### config.mk
export PLATFORM = sky130hd
export DESIGN_NAME = mavg_threshold_detector
export DESIGN_NICKNAME = d
export VERILOG_FILES = /design/src/rtl/mavg_threshold_detector_pkg.sv /design/src/rtl/mavg_event_fifo.sv /design/src/rtl/mavg_threshold_detector.sv
export SDC_FILE = /design/constraint.sdc
export NUM_CORES = 1
export LEC_CHECK = 0
export BUFFER_PORTS_ARGS = -buffer_cell sky130_fd_sc_hd__buf_2
export CAP_MARGIN = 20
export CORE_MARGIN = 10
export CORE_UTILIZATION = 59
export CTS_BUF_LIST = sky130_fd_sc_hd__clkbuf_16
export DETAILED_ROUTE_END_ITERATION = 16
export PLACE_DENSITY = 0.88
export SLEW_MARGIN = 0
export SYNTH_ARGS = -nofsm -noshare
export SYNTH_HDL_FRONTEND = slang
export SYNTH_HIERARCHICAL = 1
export SYNTH_SLANG_ARGS = --single-unit
### constraint.sdc
create_clock -name system1000 -period 3.1 [get_ports system1000]
set_input_delay 0.31 -clock system1000 [delete_from_list [all_inputs] [get_ports system1000]]
set_output_delay 0.31 -clock system1000 [all_outputs]
set_load 0.01 [all_outputs]
### src/rtl/mavg_threshold_detector_pkg.sv
// Shared types and constants for the moving-average threshold detector.
// Latency: n/a (definitions only).
// Backpressure: n/a (definitions only).
package mavg_threshold_detector_pkg;

  // Datapath widths
  localparam int AVG_W  = 8;
  localparam int TS_W   = 7;
  localparam int HOLD_W = 4;
  localparam int EVT_W  = 16;

  // Event word layout: {rising, timestamp, average}
  localparam int EVT_DIR_POS = 15;
  localparam int EVT_TS_MSB  = 14;
  localparam int EVT_TS_LSB  = 8;
  localparam int EVT_AVG_MSB = 7;
  localparam int EVT_AVG_LSB = 0;

  // Detector state; encodings are visible on state_o
  typedef enum logic [1:0] {
    ST_LOW     = 2'd0,
    ST_PEND_HI = 2'd1,
    ST_HIGH    = 2'd2,
    ST_PEND_LO = 2'd3
  } state_e;

  // A hold of zero behaves like a hold of one (switch on the first qualifying sample)
  function automatic logic [HOLD_W-1:0] eff_hold(input logic [HOLD_W-1:0] h);
    return (h == '0) ? HOLD_W'(1) : h;
  endfunction

endpackage

### src/rtl/mavg_event_fifo.sv
// Event queue: DEPTH-entry first-word-fall-through FIFO for detector events.
// Latency: a pushed word is visible at the head one cycle after the push edge.
// Backpressure: in_rdy drops only when full and not popping; head holds while out_rdy is low.
module mavg_event_fifo
  import mavg_threshold_detector_pkg::*;
#(
  parameter int DEPTH = 4,
  parameter int WIDTH = EVT_W
) (
  input  logic             system1000,
  input  logic             system1000_rstn,
  input  logic             in_vld,
  output logic             in_rdy,
  input  logic [WIDTH-1:0] in_dat,
  output logic             out_vld,
  input  logic             out_rdy,
  output logic [WIDTH-1:0] out_dat
);

  localparam int AW = (DEPTH > 1) ? $clog2(DEPTH) : 1;

  logic [AW-1:0]  wr_ptr_q, wr_ptr_d;
  logic [AW-1:0]  rd_ptr_q, rd_ptr_d;
  logic [AW:0]    cnt_q, cnt_d;
  logic [WIDTH-1:0] mem_q [DEPTH];
  logic [WIDTH-1:0] mem_d [DEPTH];
  logic           push, pop;

  // Handshake decode; a full queue still accepts when the head leaves the same cycle
  always_comb begin
    out_vld = (cnt_q != '0);
    pop     = out_vld & out_rdy;
    in_rdy  = (cnt_q != (AW+1)'(DEPTH)) | pop;
    push    = in_vld & in_rdy;
    out_dat = out_vld ? mem_q[rd_ptr_q] : '0;
  end

  // Next-state for pointers, occupancy and storage; pointers wrap naturally (DEPTH is 2^AW)
  always_comb begin
    wr_ptr_d = wr_ptr_q;
    rd_ptr_d = rd_ptr_q;
    cnt_d    = cnt_q;
    mem_d    = mem_q;
    if (push) begin
      mem_d[wr_ptr_q] = in_dat;
      wr_ptr_d        = wr_ptr_q + AW'(1);
    end
    if (pop) begin
      rd_ptr_d = rd_ptr_q + AW'(1);
    end
    case ({push, pop})
      2'b10:   cnt_d = cnt_q + (AW+1)'(1);
      2'b01:   cnt_d = cnt_q - (AW+1)'(1);
      default: cnt_d = cnt_q;
    endcase
  end

  // State registers; reset empties the queue at once
  always_ff @(posedge system1000 or negedge system1000_rstn) begin
    if (!system1000_rstn) begin
      wr_ptr_q <= '0;
      rd_ptr_q <= '0;
      cnt_q    <= '0;
      for (int i = 0; i < DEPTH; i++) begin
        mem_q[i] <= '0;
      end
    end else begin
      wr_ptr_q <= wr_ptr_d;
      rd_ptr_q <= rd_ptr_d;
      cnt_q    <= cnt_d;
      mem_q    <= mem_d;
    end
  end

endmodule

### src/rtl/mavg_threshold_detector.sv
// Hysteresis threshold detector on a 4-tap average, emitting timestamped crossing events.
// Latency: avg_o/state_o one cycle after the sample; events visible one cycle after their sample.
// Backpressure: events queue in EVT_DEPTH entries; a push into a full, non-popping queue is dropped and flagged sticky.
module mavg_threshold_detector
  import mavg_threshold_detector_pkg::*;
#(
  parameter int EVT_DEPTH = 4  // power of two, 2..16
) (
  input  logic                    system1000,
  input  logic                    system1000_rstn,
  input  logic signed [AVG_W-1:0] sum_i,
  input  logic                    sum_valid_i,
  input  logic signed [AVG_W-1:0] thr_hi_i,
  input  logic signed [AVG_W-1:0] thr_lo_i,
  input  logic [HOLD_W-1:0]       hold_i,
  output logic signed [AVG_W-1:0] avg_o,
  output logic [1:0]              state_o,
  output logic                    evt_valid_o,
  input  logic                    evt_ready_i,
  output logic [EVT_W-1:0]        evt_data_o,
  output logic                    overflow_o
);

  logic signed [AVG_W-1:0] avg;
  logic signed [AVG_W-1:0] avg_q, avg_d;
  logic [TS_W-1:0]         ts_q, ts_d;
  state_e                  state_q, state_d;
  logic [HOLD_W-1:0]       cnt_q, cnt_d;
  logic                    ovf_q, ovf_d;
  logic [HOLD_W:0]         cnt_inc, hold_eff;
  logic                    evt_fire, evt_rising;
  logic [EVT_W-1:0]        evt_dat;
  logic                    fifo_in_rdy;

  // Sum of four taps divided by four, rounding toward minus infinity
  assign avg = sum_i >>> 2;

  // Qualify/hysteresis FSM; LOW and HIGH hold a zero count so they share the pending arms
  always_comb begin
    state_d    = state_q;
    cnt_d      = cnt_q;
    evt_fire   = 1'b0;
    evt_rising = 1'b0;
    cnt_inc    = {1'b0, cnt_q} + (HOLD_W+1)'(1);
    hold_eff   = {1'b0, eff_hold(hold_i)};
    if (sum_valid_i) begin
      case (state_q)
        ST_LOW, ST_PEND_HI: begin
          if (avg > thr_hi_i) begin
            if (cnt_inc >= hold_eff) begin
              state_d    = ST_HIGH;
              cnt_d      = '0;
              evt_fire   = 1'b1;
              evt_rising = 1'b1;
            end else begin
              state_d = ST_PEND_HI;
              cnt_d   = cnt_inc[HOLD_W-1:0];
            end
          end else begin
            state_d = ST_LOW;
            cnt_d   = '0;
          end
        end
        ST_HIGH, ST_PEND_LO: begin
          if (avg < thr_lo_i) begin
            if (cnt_inc >= hold_eff) begin
              state_d  = ST_LOW;
              cnt_d    = '0;
              evt_fire = 1'b1;
            end else begin
              state_d = ST_PEND_LO;
              cnt_d   = cnt_inc[HOLD_W-1:0];
            end
          end else begin
            state_d = ST_HIGH;
            cnt_d   = '0;
          end
        end
        default: begin
          state_d = ST_LOW;
          cnt_d   = '0;
        end
      endcase
    end
  end

  // Average/timestamp capture, event word assembly and sticky drop flag
  always_comb begin
    avg_d   = sum_valid_i ? avg : avg_q;
    ts_d    = sum_valid_i ? ts_q + TS_W'(1) : ts_q;
    evt_dat = '0;
    evt_dat[EVT_DIR_POS]             = evt_rising;
    evt_dat[EVT_TS_MSB:EVT_TS_LSB]   = ts_q;
    evt_dat[EVT_AVG_MSB:EVT_AVG_LSB] = avg;
    ovf_d   = ovf_q | (evt_fire & ~fifo_in_rdy);
  end

  // State registers
  always_ff @(posedge system1000 or negedge system1000_rstn) begin
    if (!system1000_rstn) begin
      avg_q   <= '0;
      ts_q    <= '0;
      state_q <= ST_LOW;
      cnt_q   <= '0;
      ovf_q   <= 1'b0;
    end else begin
      avg_q   <= avg_d;
      ts_q    <= ts_d;
      state_q <= state_d;
      cnt_q   <= cnt_d;
      ovf_q   <= ovf_d;
    end
  end

  mavg_event_fifo #(
    .DEPTH (EVT_DEPTH),
    .WIDTH (EVT_W)
  ) u_evt_fifo (
    .system1000      (system1000),
    .system1000_rstn (system1000_rstn),
    .in_vld          (evt_fire),
    .in_rdy          (fifo_in_rdy),
    .in_dat          (evt_dat),
    .out_vld         (evt_valid_o),
    .out_rdy         (evt_ready_i),
    .out_dat         (evt_data_o)
  );

  assign avg_o      = avg_q;
  assign state_o    = state_q;
  assign overflow_o = ovf_q;

endmodule

# Word level (Yosys, flattened, before mapping)

Index checks and enable logic that the tools add are counted.

Input bits: 32
Logic and storage cells: 70
Register bits after elaboration: 91

Bitwise gates (word level): 8
Order comparisons: 6
Reductions and logical operators: 7
Eq/ne operators: 6
Add/sub/neg operators: 6
Mux-type cells: 25

Operator list:

| operator                                                               | count |
|---|---|
| 64-bit bitwise mux                                                     | 1 |
| 16-bit two-way mux                                                     | 4 |
| 16-bit binary-select mux with 2-bit select                             | 1 |
| 16-bit demux with 2-bit select                                         | 1 |
| 4-bit two-way mux                                                      | 4 |
| 6-bit by 8-bit greater-than comparator with 1-bit output               | 1 |
| 6-bit by 8-bit < comparator with 1-bit output                          | 1 |
| 2-bit two-way mux                                                      | 4 |
| 4-bit case mux with 2 select lines                                     | 1 |
| 7-bit by 1-bit adder with 7-bit output (second input constant)         | 1 |
| 2-bit equality test (second input constant)                            | 3 |
| 3-bit greater-or-equal comparator (second input constant)              | 2 |
| 1-bit two-way mux                                                      | 6 |
| 2-bit NOT with 3-bit output                                            | 2 |
| 3-bit case mux with 2 select lines                                     | 1 |
| 4-bit by 1-bit adder with 5-bit output (second input constant)         | 1 |
| 5-bit by 4-bit greater-or-equal comparator with 1-bit output           | 1 |
| 2-bit by 1-bit adder with 2-bit output (second input constant)         | 2 |
| 2-bit by 1-bit equality test with 1-bit output (second input constant) | 2 |
| 4-bit zero test                                                        | 1 |
| 2-bit case mux with 2 select lines                                     | 1 |
| 2-bit OR reduction                                                     | 2 |
| 3-bit by 1-bit adder with 3-bit output (second input constant)         | 1 |
| 1-bit AND                                                              | 3 |
| other kinds (10)                                                       | 11 |

# Longest topological paths before layout

Gate-level depths: netlist of the first run.

Depth after elaboration: 10
Depth in mapped cells: 15
Depth with buffers taken out: 15

# Cells and area by module

Netlist of the first run, hierarchy kept.

Modules (own cells, without submodules):

| module                  | seq. area each (µm²) | times used | cells an instance | area an instance (µm²) |
|---|---|---|---|---|
| mavg_event_fifo         | 1,776.7              | 1          | 211               | 3,499.6 |
| mavg_threshold_detector | 500.5                | 1          | 151               | 1,447.6 |

# Least setup slack after synthesis of the first run

OpenSTA, ideal clock, no wires.

Path type: register -> register
Start point: register cnt_q[0] (netlist name)
End point: register u_evt_fifo.cnt_q[2]
Cell stages (with the launch flop): 14
Required time: 3.021 ns
Path slack: 0.359 ns
Data arrival time: 2.661 ns
Buffers on the path: 0
Path through: dfrtp_1 > ha_1 > ha_1 > a211oi_1 > o21ai_0 > nand2_1 > nor2_1 > nand2_1 > ha_1 > inv_1 > fa_1 > xor2_1 > nor2_1 > xor2_1

RTL lines:

| what                   | RTL line              | text |
|---|---|---|
| end signal: assignment | mavg_event_fifo.sv:70 | `cnt_q <= cnt_d;` |
| end: declaration       | mavg_event_fifo.sv:24 | `logic [AW:0] cnt_q, cnt_d;` |

==> reports/metrics.cfg, run 1 <==
[sta]
drv_slew=0
period_share=0.929
clock.fmax_ghz=0.347
fin_crit_ns=2.88
fin_tns_setup_ns=0
slew_headroom=0.412
hold_viol=0
setup_viol=0
finClkSkew_ns=0.00470
tightest_slew_ns=0.882
rsz0062_at_grt=false
fin_ws_ns=0.219

[layout]
multi_input_area_sq_um=2400
num-fill-cells=551
drive_gt1_frac=0.433
final_cell_count_no_fill=537
antennaDiodeCount=0
fin_area_sq_um=5660
seq_area_sq_um=2280
areaGrowthSynthToFinish_pct=14.4
layout.nets=486

[clocking]
cts_tree=done
cts_htree_levels=3
cts_buffers=9
clk_latency_ns=0.34
clkTransAtPathRegs_ns=0.06
cts_max_path_buffers=2
clock-root-buffer=clkbuf_16
cts_sinks=91
cts_setup_buffers=0

[setup_path]
cp.arrival_ns=3.14
cp_max_fo=5
end_kind=flip-flop
cp.required_ns=3.36
crit_path_start_kind=flip-flop
crit_path_start=cnt_q[0]$_DFFE_PN0P_
r2r-start=cnt_q[0]$_DFFE_PN0P_
setup.worst_path.class=flip-flop to flip-flop

[global_routing]
gr-usage-met2=0.286
grt_pass1_wl_microns=16700
met3_usage=0.0440
track_usage=0.164
antenna_found_initial=0
busiest_layer=met2
grt_use_met1=0.194
first_global_vias=3382
grt_max_degree=92
overflow=0

[drt]
drc=0
via_per_inst=5.62
num_vias=3020
firstDrtPassIters=4
drt_iter0_drc=121
postRouteAntennaNets=0
wl_per_cell_microns=18.6
postRouteWirelength_microns=9990

[job]
cap_violations=0

[power]
finalPower_mw=4.52
vdd_drop_max_v=0.000388
power_leakage_nw=2.82
p_per_area_nw_per_um2=798

[synthesis]
synth_area_sq_um=4950
synth_edf_count=0
seq_area_frac_synth=0.460
synthArstFlopShare=1.00
synthCells=362
ys_ff_latch=91
ys.flop_type=dfrtp_1
synth_top_area_share=0.460
synth_top_area_cell=dfrtp_1
ys_warn_count=6
syn-num-nets=421
synth_area_leaders=dfrtp_1, mux2_4, mux2_2, mux4_2, ha_1
syn_area_per_cell_sq_um=13.7
ys_types=47

[die]
die_area_sq_um=12400
io_pins=60
rows=33
initial_utilization=0.605
fp.coreArea_sq_um=8180
die_x_microns=112
die_h_microns=112

[run_status]
status=complete, no violations

[placed_design]
place_inst=519
port_buffers=57
pre_cts_slack_ns=-0.0353
gp_congestion=0.836
hpwl_microns=6790
place_area_sq_um=5310

[worst_hold_path]
hp-start=evt_ready_i
hold_path.class=input pin to flip-flop

[cell families after synthesis]
family          share of synthesized area
fa+ha+maj                          0.0698
compound gates                     0.0435
mux                                 0.269
flops                               0.460
buf+inv                            0.0587
xor+xnor                           0.0248
simple gates                       0.0738
[synthesized netlist by cell type, types with 4 or more instances]
master / n
clkbuf_1: 6
mux2_4: 40
xor2_1: 7
and2_1: 17
nor2_1: 10
nand2_1: 13
mux4_2: 16
inv_1: 30
mux2_2: 32
and3_1: 5
buf_12: 4
ha_1: 26
dfrtp_1: 91
a21oi_1: 4
buf_6: 4
xnor2_1: 7
[layout by cell type, fill, tap and decap left out, drive strengths merged, types with 5 or more instances in the layout]
| master | count |
|---|---|
| o21ai | 5 |
| nor2 | 10 |
| xnor2 | 7 |
| buf | 72 |
| mux2 | 72 |
| ha | 26 |
| inv | 30 |
| mux4 | 16 |
| and2 | 17 |
| and3 | 5 |
| clkbuf | 9 |
| xor2 | 7 |
| nand2 | 13 |
| dfrtp | 91 |
[path summary, 6_finish.rpt]
kind | endpoint | slack [ns] | cells past startpoint
max in group asynchronous | cnt_q[0]$_DFFE_PN0P_ | 1.96 | 3
min in group asynchronous | u_evt_fifo/mem_q[55]$_DFFE_PN0P_ | 0.50 | 2
max | u_evt_fifo/cnt_q[2]$_DFFE_PN0P_ | 0.22 | 13
max reg2reg | u_evt_fifo/cnt_q[2]$_DFFE_PN0P_ | 0.22 | 13
min | u_evt_fifo/rd_ptr_q[1]$_DFFE_PN0P_ | 0.27 | 3
min reg2reg | u_evt_fifo/rd_ptr_q[0]$_DFFE_PN0P_ | 0.49 | 1
[stage by stage]
| stage | util | hold WS (ns) |
|---|---|---|
| floorplan | - | 0.0144 |
| global placement | 0.649 | 0.463 |
| detailed placement | 0.649 | 0.480 |
| CTS | 0.685 | 0.231 |
| global route | 0.693 | 0.289 |
| finish | 0.693 | 0.273 |
[power by group]
| group | internal (mW) | leakage, nW | total (mW) | switching (mW) |
|---|---|---|---|---|
| clock | 0.620 | 0.131 | 1.07 | 0.448 |
| combinational | 0.897 | 1.49 | 1.54 | 0.641 |
| sequential | 1.56 | 1.20 | 1.91 | 0.350 |
| total | 3.08 | 2.82 | 4.52 | 1.44 |
[flip-flops by register name (all words and copies together) (netlist names)]
name / cells
u_evt_fifo/rd_ptr_q: 2
u_evt_fifo/cnt_q: 3
u_evt_fifo/mem_q: 64
u_evt_fifo/wr_ptr_q: 2
overflow_o: 1
avg_o: 6
cnt_q: 4
state_o: 2
ts_q: 7
[worst max-delay path, cell delays in order, from the launching register on]
cell and delay [ns]:
dfrtp_2 0.45, ha_4 0.25, ha_1 0.30, a211oi_2 0.22
o21ai_0 0.17, nand2_1 0.13, nor2_2 0.08, nand2_2 0.11
ha_1 0.20, inv_1 0.06, fa_1 0.37, xor2_1 0.15
nor2_1 0.13, xor2_1 0.17
[layout make-up]
type,instances,share of cell area
clock buffer,9,0.0398
clock inverter,7,0.0122
inverter,30,0.0199
multi-input combinational,222,0.424
sequential,91,0.402
tap,105,0.0232
timing repair buffer,73,0.0782
[repair_timing]
action                                  4_1_cts  5_1_grt
endpoints found under the setup margin        0       15
hold buffers                                  0        1
resized for setup                             0        7
endpoints found under the hold margin         0        7
[per-layer routing]
metal  vias up  part of all wire  routed length (microns)
met5         -                 0                        0
met4         0            0.0089                       89
met3        13             0.036                      361
met2        69              0.51                     5120
met1      1530              0.44                     4410
li1       1408                 -                        -
No activity file was read; power rests on OpenSTA's default activity.
==> run 2, diff against run 1 <==
Settings changed: CORE_ASPECT_RATIO set to 0.75, RECOVER_POWER set to 25, SLEW_MARGIN 0 to unset.
==> run 2 against run 1 <==
The flow now finishes with violations (max-capacitance violations, max-slew violations). Critical path type unchanged. Sequential share of layout area down 0.19 points. Via count up 2.5%. Register-to-register slack about the same. Global-route usage up 0.86 points. Largest cell class unchanged. Critical path depth up 1. Sequential power up 2%. Critical endpoint unchanged.
==> reports/metrics.cfg, run 2 (same netlist as run 1, synthesis figures left out) <==
[die]
io_pins=60  ; unchanged
fp.coreArea_sq_um=8020  ; was 8180 sq um
rows=28  ; was 33
die_x_microns=126  ; was 112 microns
die_area_sq_um=12500  ; was 12,400 sq um
initial_utilization=0.617  ; was 0.605
die_h_microns=99.3  ; was 112 microns

[layout]
layout_common_cells=dfrtp_1, buf_2, mux2_4  ; unchanged
seq_area_sq_um=2280  ; unchanged
areaGrowthSynthToFinish_pct=15.0  ; was 14.4%
drive_gt1_frac=0.427  ; was 0.433
final_cell_count_no_fill=541  ; was 537
layout.nets=490  ; was 486
largest_reg_flops=64  ; unchanged
antennaDiodeCount=0  ; unchanged
layout_commonest_cell=dfrtp_1  ; unchanged
fin_util=0.709  ; was 0.693
regMostFlops=u_evt_fifo/mem_q  ; unchanged
num-fill-cells=522  ; was 551
multi_input_area_sq_um=2410  ; was 2400 sq um

[power]
p_per_area_nw_per_um2=787  ; was 798 nW/um^2
power_leakage_nw=2.82  ; about the same
finalPower_mw=4.48  ; was 4.52 mW
vdd_drop_max_v=0.000515  ; was 0.000388 V

[global_routing]
grt_max_degree=42  ; was 92
antenna_found_initial=0  ; unchanged
track_usage=0.172  ; was 0.164
grt_pass1_wl_microns=17400  ; was 16,700 microns
overflow=0  ; unchanged
first_global_vias=3382  ; unchanged

[setup_path]
cp.arrival_ns=3.13  ; was 3.14 ns
crit_path_start_kind=flip-flop  ; unchanged
setup.worst_path.class=flip-flop to flip-flop  ; unchanged
cp_max_fo=5  ; unchanged
cp.required_ns=3.36  ; about the same
end_kind=flip-flop  ; unchanged

[placed_design]
gp_congestion=0.821  ; was 0.836
place_inst=523  ; was 519
hpwl_microns=7420  ; was 6790 microns
port_buffers=57  ; unchanged

[drt]
via_per_inst=5.72  ; was 5.62
drc=0  ; unchanged
wl_per_cell_microns=19.5  ; was 18.6 microns
postRouteAntennaNets=0  ; unchanged
postRouteWirelength_microns=10500  ; was 9990 microns
firstDrtPassIters=6  ; was 4
num_vias=3096  ; was 3,020
drt_iter0_drc=172  ; was 121

[clocking]
clk_latency_ns=0.34  ; about the same
cts_htree_levels=3  ; unchanged
cts_max_path_buffers=2  ; unchanged
cts_buffers=9  ; unchanged
clkTransAtPathRegs_ns=0.06  ; about the same
clock-root-buffer=clkbuf_16  ; unchanged
cts_sinks=91  ; unchanged
cts_tree=done  ; unchanged

[sta]
fin_crit_ns=2.87  ; was 2.88 ns
drv_slew=42  ; was 0
finClkSkew_ns=0.00480  ; was 0.00470 ns
rsz0062_at_grt=false  ; unchanged
tightest_slew_ns=2.11  ; was 0.882 ns
clock.fmax_ghz=0.348  ; was 0.347 GHz
hold_viol=0  ; unchanged
setup_viol=0  ; unchanged
period_share=0.926  ; was 0.929
fin_tns_setup_ns=0  ; unchanged
slew_headroom=-0.406  ; was 0.412
holdWs_ns=0.270  ; was 0.273 ns

[run_status]
violations=max-capacitance violations, max-slew violations
status=finished with violations  ; was complete, no violations

[job]
cap_violations=1  ; was 0

[worst_hold_path]
hold_path.class=input pin to flip-flop  ; unchanged

==> run 2: cell types whose count changed in the layout (fill, tap and decap cells not counted), sizes merged <==
cell      previous run  this run
buf                 72        71
bufinv               1         0
clkbuf               9        14
clkinvlp             4         3
inv                 30        32
==> run 2: power by group <==
group | leakage, nW | switching, mW | internal (mW)
combinational | 1.50 | 0.643 | 0.931
sequential | 1.20 | 0.387 | 1.56
clock | 0.125 | 0.427 | 0.531
total | 2.82 | 1.46 | 3.02
==> run 2: critical path, cell delays in order, from the launching register on <==
cell and delay [ns]:
dfrtp_2 0.46, ha_4 0.20, xor2_1 0.21, ha_1 0.29, o21ai_2 0.16, o21ai_2 0.12
nand2_2 0.11, nor2_1 0.08, nand2_2 0.12, ha_2 0.20, inv_1 0.06, fa_1 0.38
xor2_1 0.15, nor2_1 0.11, xor2_1 0.16
==> run 2: final timing paths <==
kind	startpoint	end	slack, ns	cells past startpoint
worst max-delay path	cnt_q[0]$_DFFE_PN0P_	u_evt_fifo/cnt_q[2]$_DFFE_PN0P_	0.23	14
worst min-delay path	evt_ready_i	u_evt_fifo/rd_ptr_q[1]$_DFFE_PN0P_	0.27	3
worst max register to register	cnt_q[0]$_DFFE_PN0P_	u_evt_fifo/cnt_q[2]$_DFFE_PN0P_	0.23	14
worst min register to register	u_evt_fifo/cnt_q[2]$_DFFE_PN0P_	u_evt_fifo/cnt_q[2]$_DFFE_PN0P_	0.49	1
max in group asynchronous	system1000_rstn	cnt_q[0]$_DFFE_PN0P_	0.61	2
min in group asynchronous	system1000_rstn	u_evt_fifo/mem_q[54]$_DFFE_PN0P_	1.13	2
==> run 2: what timing repair did <==
action | 4_1_cts | 5_1_grt
hold buffers | 1 | 0
gates resized for setup | 3 | 7
pin swaps | 0 | 2
setup buffers | 0 | 1
endpoints found under the hold margin | 39 | 0
setup endpoints to repair | 2 | 2
==> run 2: per-layer routing <==
metal	up-vias	wire length [microns]	global-route usage
met5	-	0	0
met4	0	153	0.0480
met3	17	579	0.0525
met2	74	5210	0.291
met1	1587	4600	0.210
li1	1418	-	-
==> run 2: area by class of cell <==
cell class	instances	area share
clock inverter	7	0.00660
multi-input combinational	222	0.424
timing repair buffer	77	0.0864
tap	105	0.0231
sequential	91	0.400
clock buffer	9	0.0396
inverter	30	0.0198
==> run 2: stage by stage <==
step / setup WS [ns] / area (sq um)
floorplan: 0.359 / 4950
global placement: 0.0321 / 5390
detailed placement: -0.0486 / 5390
CTS: 0.0413 / 5660
global route: 0.0780 / 5690
finish: 0.229 / 5690
==> run 3, diff against run 2 <==
Settings changed: CORE_UTILIZATION 59 to 53, PLACE_DENSITY 0.88 to 0.84.
Clock period 3.1 ns to 2.5 ns, I/O delays scaled along.
==> run 3 against run 2 <==
The run ends with negative setup slack left. Flip-flop and latch count is the same. Clock skew increased by 0.00098 ns. Critical path depth unchanged. Design area grew 9.3%. Register-to-register slack worse by 0.35 ns. Wire length up 13%. Power rose by 35%. Maximum frequency rose by 9.5%. Clock power increased by 47%. Critical path type unchanged. Critical endpoint unchanged. Highest routed layer unchanged.
==> reports/metrics.cfg, run 3 (same netlist as run 1, synthesis figures left out) <==
[run_status]
status=finished with violations  ; unchanged
violations=negative setup slack  ; was max-capacitance violations, max-slew violations

[setup_path]
cp.required_ns=2.72  ; was 3.36 ns
crit_path_max_incr_delay_ns=0.45  ; was 0.46 ns
r2r_end=u_evt_fifo/cnt_q[2]$_DFFE_PN0P_  ; unchanged
crit_path_start_kind=flip-flop  ; unchanged
critPathTopFamily=adder cells  ; unchanged
critPathMostFrequentCell=ha_4  ; was xor2_1
crit_chain=ha_4, xor2_4, ha_4, o21ai_2, o21ai_2, nand2_2, nor2_4, nand2_2, ha_4, inv_2, fa_2, xor2_1, nor2_1, xor2_1  ; was ha_4, xor2_1, ha_1, o21ai_2, o21ai_2, nand2_2, nor2_1, nand2_2, ha_2, inv_1, fa_1, xor2_1, nor2_1, xor2_1
regToRegSetupSlack_ns=-0.12  ; was 0.23 ns
cp.arrival_ns=2.85  ; was 3.13 ns
r2r-start=cnt_q[0]$_DFFE_PN0P_  ; unchanged
end_kind=flip-flop  ; unchanged
ff2ff_path_depth=14  ; unchanged
setup.worst_path.class=flip-flop to flip-flop  ; unchanged
cp_slowest_cell=dfrtp_2  ; unchanged
cp_max_fo=4  ; was 5
path_buf_inv=1  ; unchanged

[die]
die_h_microns=104  ; was 99.3 microns
die_area_sq_um=13600  ; was 12,500 sq um
fp.coreArea_sq_um=9080  ; was 8020 sq um
rows=30  ; was 28
initial_utilization=0.545  ; was 0.617
io_pins=60  ; unchanged
die_x_microns=132  ; was 126 microns

[power]
power_frac_comb=0.377  ; was 0.351
internal-power_mw=4.10  ; was 3.02 mW
p_seq_frac=0.389  ; was 0.435
netSwitchingFraction=0.320  ; was 0.325
p_switching_mw=1.93  ; was 1.46 mW
vdd_drop_max_v=0.000444  ; was 0.000515 V
p_per_area_nw_per_um2=970  ; was 787 nW/um^2
power_leakage_nw=3.01  ; was 2.82 nW
power_frac_clock=0.234  ; was 0.214

[layout]
antennaDiodeCount=0  ; unchanged
drive_gt1_frac=0.526  ; was 0.427
layout_commonest_cell=dfrtp_1  ; unchanged
num-fill-cells=635  ; was 522
layout_common_cells=dfrtp_1, buf_2, mux2_4  ; unchanged
areaGrowthSynthToFinish_pct=25.7  ; was 15.0%
multi_input_area_sq_um=2590  ; was 2410 sq um
largest_reg_flops=64  ; unchanged
regMostFlops=u_evt_fifo/mem_q  ; unchanged
layout.nets=516  ; was 490
seq_area_sq_um=2280  ; about the same

[sta]
rsz0062_at_grt=true  ; was false
fin_crit_ns=2.62  ; was 2.87 ns
finClkSkew_ns=0.00578  ; was 0.00480 ns
drv_slew=0  ; was 42
fin_tns_setup_ns=-1.66  ; was 0 ns
period_share=1.05  ; was 0.926
setup_viol=35  ; was 0
clock.fmax_ghz=0.381  ; was 0.348 GHz
fin_ws_ns=-0.122  ; was 0.229 ns
tightest_slew_ns=1.13  ; was 2.11 ns
slew_headroom=0.247  ; was -0.406
hold_viol=0  ; unchanged

[drt]
postRouteAntennaNets=0  ; unchanged
num_vias=3237  ; was 3,096
drc=0  ; unchanged
drt_iter0_drc=123  ; was 172
wl_per_cell_microns=20.1  ; was 19.5 microns
postRouteWirelength_microns=11900  ; was 10,500 microns
via_per_inst=5.49  ; was 5.72
firstDrtPassIters=4  ; was 6

[clocking]
cts_htree_levels=3  ; unchanged
clkTransAtPathRegs_ns=0.06  ; about the same
cts_buffers=9  ; unchanged
cts_max_path_buffers=2  ; unchanged
cts_tree=done  ; unchanged
cts_sinks=91  ; unchanged
clock-root-buffer=clkbuf_16  ; unchanged
clk_latency_ns=0.34  ; about the same

[global_routing]
grt_max_degree=47  ; was 42
antenna_found_initial=0  ; unchanged
grt_pass1_wl_microns=18400  ; was 17,400 microns
track_usage=0.166  ; was 0.172
first_global_vias=3636  ; was 3,382
overflow=0  ; unchanged

[job]
cap_violations=0  ; was 1

[placed_design]
gp_congestion=0.803  ; was 0.821
hpwl_microns=7820  ; was 7420 microns
pre_cts_slack_ns=-0.340  ; was -0.0486 ns
port_buffers=57  ; unchanged

[worst_hold_path]
holdPathStages=3  ; unchanged
hp-start=evt_ready_i  ; unchanged
hold_end=u_evt_fifo/rd_ptr_q[1]$_DFFE_PN0P_  ; unchanged
hold_path.class=input pin to flip-flop  ; unchanged

run 3: area by class of cell:
cell class	instances	share of cell area
Clock buffer	9	0.0362
Tap cell	128	0.0258
Clock inverter	7	0.0139
Inverter	30	0.0205
Sequential cell	91	0.367
Timing Repair Buffer	103	0.119
Multi-Input combinational cell	222	0.417
run 3: worst max-delay path by stage:
stage / start / endpoint / slack (ns) / depth (start not counted)
after CTS: cnt_q[0]$_DFFE_PN0P_ / u_evt_fifo/cnt_q[2]$_DFFE_PN0P_ / -0.06 / 13
final: cnt_q[0]$_DFFE_PN0P_ / u_evt_fifo/cnt_q[2]$_DFFE_PN0P_ / -0.12 / 14
after detailed placement: sum_i[7] / u_evt_fifo/cnt_q[2]$_DFFE_PN0P_ / -0.34 / 14
after floorplan: cnt_q[0]$_DFFE_PN0P_ / u_evt_fifo/cnt_q[2]$_DFFE_PN0P_ / -0.04 / 14
after global placement: sum_i[7] / u_evt_fifo/cnt_q[2]$_DFFE_PN0P_ / -0.20 / 14
after global routing: cnt_q[0]$_DFFE_PN0P_ / u_evt_fifo/cnt_q[2]$_DFFE_PN0P_ / -0.22 / 13
run 3: what timing repair did:
| item | 4_1_cts | 5_1_grt |
|---|---|---|
| hold buffers | 1 | 0 |
| resized for setup | 13 | 10 |
| buffers inserted | 5 | 4 |
| endpoints found under the hold margin | 45 | 0 |
| cloned | 0 | 2 |
| pin swaps | 14 | 6 |
| endpoints found under the setup margin | 66 | 62 |
run 3: through the flow:
step	instance area, sq um	hold slack [ns]	util	total power [mW]	instances
2_1_floorplan	5070	-0.0456	-	3.74	362
3_3_place_gp	5660	0.285	0.623	4.28	562
3_5_place_dp	5660	0.295	0.623	4.43	562
4_1_cts	6110	0.203	0.672	6.00	584
5_1_grt	6220	0.239	0.684	6.36	590
6_report	6220	0.221	0.684	6.03	590
run 3: worst register-to-register path, stage by stage, from the launching register on:
cell	delay [ns]
dfrtp_2	0.45
ha_4	0.19
xor2_4	0.16
ha_4	0.26
o21ai_2	0.06
o21ai_2	0.19
nand2_2	0.11
nor2_4	0.18
nand2_2	0.11
ha_4	0.18
inv_2	0.04
fa_2	0.19
xor2_1	0.16
nor2_1	0.08
xor2_1	0.15
run 3: power groups by stage:
stage	sequential [mW]	clock [mW]	combinational (mW)
global placement	2.29	0	1.98
global route	2.40	1.50	2.46
finish	2.35	1.41	2.27
floorplan	2.21	0	1.53
detailed placement	2.34	0	2.09
CTS	2.32	1.43	2.25
run 3: per-layer routing:
metal / share of wire / track usage / vias to the layer above
li1: - / - / 1472
met1: 0.40 / 0.180 / 1650
met2: 0.52 / 0.292 / 88
met3: 0.057 / 0.0676 / 27
met4: 0.023 / 0.0491 / 0
met5: 0 / 0 / -
